===== src/rtl/serial_subtractor.sv =====
// Bit-serial WIDTH-bit subtractor (a - b, LSB first, registered borrow) with start/done handshake.
// Optional signed-overflow output is enabled by defining SERIAL_SUB_OVF_EN.
module serial_subtractor #(
    parameter int WIDTH = 8
) (
    input  logic             clk,
    input  logic             rst_n,
    input  logic             i_start,
    input  logic [WIDTH-1:0] i_a,
    input  logic [WIDTH-1:0] i_b,
    output logic             o_busy,
    output logic             o_done,
    output logic [WIDTH-1:0] o_diff,
    output logic             o_borrow_out,
    output logic [1:0]       o_state
`ifdef SERIAL_SUB_OVF_EN
    ,
    output logic             o_ovf
`endif
);

    localparam int CW = $clog2(WIDTH + 1);
    localparam logic [CW-1:0] LAST_CNT = CW'(WIDTH - 1);

    typedef enum logic [1:0] {
        S_IDLE = 2'd0,
        S_RUN  = 2'd1,
        S_DONE = 2'd2
    } state_t;

    state_t           r_state;
    state_t           w_state_nxt;
    logic [WIDTH-1:0] r_sa;
    logic [WIDTH-1:0] r_sb;
    logic [WIDTH-1:0] r_sd;
    logic             r_br;
    logic [CW-1:0]    r_cnt;
    logic [WIDTH-1:0] r_diff;
    logic             r_borrow_out;
    logic             w_d;
    logic             w_br_nxt;
    logic             w_last;
    logic [WIDTH-1:0] w_sd_nxt;

`ifdef SERIAL_SUB_OVF_EN
    logic r_a_msb;
    logic r_b_msb;
    logic r_ovf;
`endif

    // One full-subtractor slice on the current LSBs.
    assign w_d      = r_sa[0] ^ r_sb[0] ^ r_br;
    assign w_br_nxt = (~r_sa[0] & r_sb[0]) | (~(r_sa[0] ^ r_sb[0]) & r_br);
    assign w_last   = (r_cnt == LAST_CNT);
    assign w_sd_nxt = {w_d, r_sd[WIDTH-1:1]};

    always_ff @(posedge clk or negedge rst_n) begin
        if (!rst_n) begin
            r_state <= S_IDLE;
        end else begin
            r_state <= w_state_nxt;
        end
    end

    always_comb begin
        w_state_nxt = r_state;
        case (r_state)
            S_IDLE:  if (i_start) w_state_nxt = S_RUN;
            S_RUN:   if (w_last)  w_state_nxt = S_DONE;
            S_DONE:  w_state_nxt = S_IDLE;
            default: w_state_nxt = S_IDLE;
        endcase
    end

    always_ff @(posedge clk or negedge rst_n) begin
        if (!rst_n) begin
            r_sa         <= '0;
            r_sb         <= '0;
            r_sd         <= '0;
            r_br         <= 1'b0;
            r_cnt        <= '0;
            r_diff       <= '0;
            r_borrow_out <= 1'b0;
`ifdef SERIAL_SUB_OVF_EN
            r_a_msb      <= 1'b0;
            r_b_msb      <= 1'b0;
            r_ovf        <= 1'b0;
`endif
        end else begin
            case (r_state)
                S_IDLE: begin
                    if (i_start) begin
                        r_sa  <= i_a;
                        r_sb  <= i_b;
                        r_sd  <= '0;
                        r_br  <= 1'b0;
                        r_cnt <= '0;
`ifdef SERIAL_SUB_OVF_EN
                        r_a_msb <= i_a[WIDTH-1];
                        r_b_msb <= i_b[WIDTH-1];
`endif
                    end
                end
                S_RUN: begin
                    r_sa  <= r_sa >> 1;
                    r_sb  <= r_sb >> 1;
                    r_sd  <= w_sd_nxt;
                    r_br  <= w_br_nxt;
                    r_cnt <= r_cnt + 1'b1;
                    // Outputs only change here, so partial shift state never leaks out.
                    if (w_last) begin
                        r_diff       <= w_sd_nxt;
                        r_borrow_out <= w_br_nxt;
`ifdef SERIAL_SUB_OVF_EN
                        r_ovf <= (r_a_msb != r_b_msb) && (w_d != r_a_msb);
`endif
                    end
                end
                default: ;
            endcase
        end
    end

    assign o_busy       = (r_state == S_RUN);
    assign o_done       = (r_state == S_DONE);
    assign o_diff       = r_diff;
    assign o_borrow_out = r_borrow_out;
    assign o_state      = r_state;
`ifdef SERIAL_SUB_OVF_EN
    assign o_ovf        = r_ovf;
`endif

endmodule


===== config.mk =====
export PLATFORM = sky130hd
export DESIGN_NAME = serial_subtractor
export DESIGN_NICKNAME = d
export VERILOG_FILES = /design/src/rtl/serial_subtractor.sv
export SDC_FILE = /design/constraint.sdc
export NUM_CORES = 1
export LEC_CHECK = 0
export ABC_AREA = 0
export BUFFER_PORTS_ARGS = -buffer_cell sky130_fd_sc_hd__buf_2
export CORE_ASPECT_RATIO = 0.8
export CORE_MARGIN = 3
export CORE_UTILIZATION = 53
export CTS_BUF_LIST = sky130_fd_sc_hd__clkbuf_16
export CTS_CLUSTER_DIAMETER = 80
export CTS_CLUSTER_SIZE = 8
export DETAILED_ROUTE_END_ITERATION = 8
export PLACE_DENSITY = 0.77
export SYNTH_ARGS = -nofsm -noshare
export SYNTH_HDL_FRONTEND = slang
export SYNTH_SLANG_ARGS = --single-unit

===== constraint.sdc =====
create_clock -name clk -period 1.79 [get_ports clk]
set_input_delay 0.2685 -clock clk [delete_from_list [all_inputs] [get_ports clk]]
set_output_delay 0.2685 -clock clk [all_outputs]
set_load 0.005 [all_outputs]

# Yosys cells after proc, flatten, opt, wreduce, memory -nomap -nowiden

Cells that the tools add are included.
Widths: inputs -> output; s select.

Register bits after elaboration: 40
Input port bits: 19
Output and inout port bits: 13
Logic and storage cells: 39

$add $sub $neg: 1
Equality and inequality tests: 5
Mux-type cells: 13
Bitwise gates (word level): 7
Reductions and logical operators: 5

Operator list:

| kind                | number |
|---|---|
| $pmux 8 s2          | 3 |
| $mux 8              | 3 |
| $pmux 4 s2          | 1 |
| $reduce_and 2->1    | 3 |
| $add 4x1->4 const B | 1 |
| $eq 4x3->1 const B  | 1 |
| $mux 2              | 2 |
| $mux 4              | 1 |
| $pmux 2 s2          | 1 |
| $and 1x1->1         | 2 |
| $eq 2x1->1 const B  | 1 |
| $eq 2x2->1 const B  | 1 |
| $logic_not 2->1     | 1 |
| $ne 2x1->1 const B  | 1 |
| $ne 2x2->1 const B  | 1 |
| $not 1->1           | 2 |
| $pmux 1 s2          | 1 |
| $reduce_bool 2->1   | 1 |
| $xor 1x1->1         | 2 |
| $mux 1              | 1 |
| $or 1x1->1          | 1 |

# Depth between registers and ports, before layout

Depth in word-level cells: 5
Mapped depth: 5
Depth with buffers taken out: 4

# Worst setup path before layout

Ideal clock, no wire load.

Kind: reg2reg
Start: register r_cnt[0]
End: register r_diff[0], in the netlist o_diff[0]
Setup time: 125 ps
Arrival time: 1,341 ps
Data required time: 1,665 ps
Slack: 325 ps
Cell stages (with the launch flop): 5
Buffers on the path: 0
Clock period less this slack: 1,465 ps
Cell sequence: dfrtp_1 > ha_1 > nand2_1 > nor3_4 > mux2_2

Longest elaborated chain between the ends: 2

Ends and longest elaborated chain:

| what                       | line | source |
|---|---|---|
| start: declaration         | 37   | `logic [CW-1:0] r_cnt;` |
| start signal: assignment   | 109  | `r_cnt <= r_cnt + 1'b1;` |
| $eq 4x3->1                 | 54   | `assign w_last = (r_cnt == LAST_CNT);` |
| $reduce_and 2->1 (no line) | n/a  |  |
| end signal: assignment     | 112  | `r_diff <= w_sd_nxt;` |
| end: declaration           | 38   | `logic [WIDTH-1:0] r_diff;` |

No other way between the ends.
A chain may end at the register's enable or synchronous reset.

# Final worst setup path

Start: register r_cnt[0]
End: register r_diff[4], in the netlist o_diff[4]

Same word-level chain as after synthesis.

==> run metrics <==
met3 usage roughly 4.9%; Syn Nets 160; layout cells sized above 1 between 30% and 40%; Bufs on Longest Clock Path 2; Die X 67.92 µm; Distinct cells, synth 25; setup TNS 0 ns; GRT Util Overall 19.23%; DRT antenna net count 0; synthesized area ~1600 µm²; achievable frequency around 600 MHz; register area share after synthesis between 60% and 70%; final clock skew around 0.0044 ns; HP Class in2async; core area about 2900 µm²; CP required 1.94 ns; relative slew slack 67.06%; GR Layer Usage met1 about 28%; vias in the first global route ~1200; met2 usage about 29%; GPL Wtd Cong 0.7536; Detailed Routing Iterations Pass 1 4; H-tree lvl count 2; mean area per synthesized cell 11.69 µm²; clk sinks 39; number of nets in the layout slightly below 200; status completed; number of synthesized register bits 39; worst skew pair latency 0.27 ns; Critical Path Source Type flop; R2R depth 4; die area between 3000 and 4000 µm²; Pins Over Slew Limit 0; critical path type reg2reg; CTS buffer count 5; fin crit period around 1.6 ns; Avg Vias per Cell 5.715; DR vias 1223; 1st-iter DRT viols 76; grt ovf 0; final hold vios 0; number of primary I/O pins 32; largest net degree at the start of global routing 40; Post-CTS Setup Bufs 0; critical path's slowest cell dfrtp_1; P&R area growth vs syn 23.48%; initial core utilization 57.02%; Clk pin slew, worst setup/hold paths roughly 0.050 ns; final worst slack roughly 0.14 ns; Tcrit/Tclk final 91.99%; CP arrival ~1.8 ns; CTS tree built; max_cap viols 0; total length of routed wires approximately 3200 µm; hold_buf cts 0; initial antenna violation count 0; row count 17; CP peak stage delay 0.41 ns; Post-DP HPWL between 2000 and 2500 µm; setup violators final 0; post-DR wirelength/cell 15.06 µm; crit-path max FO 10; CTS Root Cell clkbuf_16; first-pass GRT wire length 5575 µm; Peak VDD IR just under 900 µV; Inserted Diodes 0; Port Buffers 31; Leak about 0.95 nW; RSZ-0062 raised after global routing no; pwr/cell area 1713 nW/µm²; fill count 221; die height about 56 µm; drc violations 0; Worst-Margin Slew between 0.4 and 0.5 ns; Most Crowded Layer GR met2; Layout Utilization just over 70%; Place WS 0.1614 ns; Post-Synthesis Cells between 100 and 150; crit path capture type flop; yosys warns 0; CP cell instances ha_1 -> nand2_1 -> nor3_4 -> mux2_2; Post-CTS Resized 0
## per-stage QoR
stage,power [mW],hold WS [ns],area (µm²),instances
4_1_cts,3.455,0.05501,2007,214
6_report,3.437,0.03812,2007,214
5_1_grt,3.672,0.08743,2007,214
3_5_place_dp,2.485,0.3444,1848,207
2_1_floorplan,2.123,-0.02709,1625,139
3_3_place_gp,2.426,0.3362,1848,207
## placed cells by master, fill, tap and decap left out, types with 6 or more instances in the layout
master	synthesis	routed
a22o_1	9	9
dfrtp_1	39	39
buf_2	2	31
nand2_1	16	16
a22oi_1	13	13
mux2_2	8	8
o21ai_0	14	14
buf_4	0	7
inv_1	5	6
## kinds of logic after synthesis
group / after synthesis / share of synthesized area [%]
compound gates: 46 / 19.25
fa+ha+maj: 2 / 2.001
buf+inv: 13 / 3.156
simple gates: 29 / 8.777
mux: 10 / 6.775
flops: 39 / 60.05
## Yosys cell counts
library cell / n / area [µm²]
dfrtp_1: 39 / 975.9
nand2_1: 16 / 60.06
o21ai_0: 14 / 70.07
a22oi_1: 13 / 97.59
a22o_1: 9 / 78.83
mux2_2: 8 / 90.09
clkbuf_1: 6 / 22.52
inv_1: 5 / 18.77
nor2_1: 5 / 18.77
a21oi_1: 3 / 15.01
nor2b_1: 3 / 18.77
a31oi_1: 2 / 12.51
buf_2: 2 / 10.01
mux2i_1: 2 / 20.02
o22ai_1: 2 / 12.51
a32o_1: 1 / 10.01
a41oi_1: 1 / 8.760
and3b_1: 1 / 8.760
fa_1: 1 / 20.02
ha_1: 1 / 12.51
nand2b_1: 1 / 6.260
nand2b_2: 1 / 8.760
nand3_1: 1 / 5.000
nor3_4: 1 / 16.27
o21bai_1: 1 / 7.510
## worst paths after layout
| kind | startpoint | end | slack, ns |
|---|---|---|---|
| min in group clk | i_a[2] | r_sa[2] | 0.29 |
| min reg2reg | r_sb[4] | r_sb[4] | 0.48 |
| max in group asynchronous | rst_n | r_sa[3] | 1.42 |
| max | r_cnt[0] | o_diff[4] | 0.14 |
| max reg2reg | r_cnt[0] | o_diff[4] | 0.14 |
| min | rst_n | o_diff[6] | 0.04 |
## metal layers
layer,up-vias,wire length [µm]
li1,573,-
met1,610,1465
met2,38,1527
met3,2,212
met4,0,18
met5,-,0
## layout make-up
class | count | area [µm²] | area share (%)
Clock buffer | 5 | 125.1 | 6.234
Clock inverter | 2 | 33.78 | 1.683
Inverter | 5 | 18.77 | 0.9352
Multi-Input combinational cell | 87 | 598.1 | 29.80
Sequential cell | 39 | 975.9 | 48.63
Tap cell | 38 | 47.55 | 2.369
Timing Repair Buffer | 38 | 207.7 | 10.35
## critical path, delay by kind of cell, from the launching register on
kind,cells,cell delay (ns)
simple gates,2,0.52
mux,1,0.40
fa+ha+maj,1,0.21
flops,1,0.41
## sequential cells by signal, summed over array words and instances (netlist names)
name / cells
o_diff: 8
r_sa: 8
r_sb: 8
r_sd: 7
r_cnt: 4
o_state: 2
o_borrow_out: 1
r_br: 1
## power breakdown
part           leakage [nW]  switching (mW)  total, mW  internal (mW)
combinational         0.366           0.508       1.03          0.517
clock                0.0811           0.305      0.948          0.643
sequential            0.503           0.234       1.46           1.23
total                 0.951            1.05       3.44           2.39
Power figures use the tool's default switching activity.
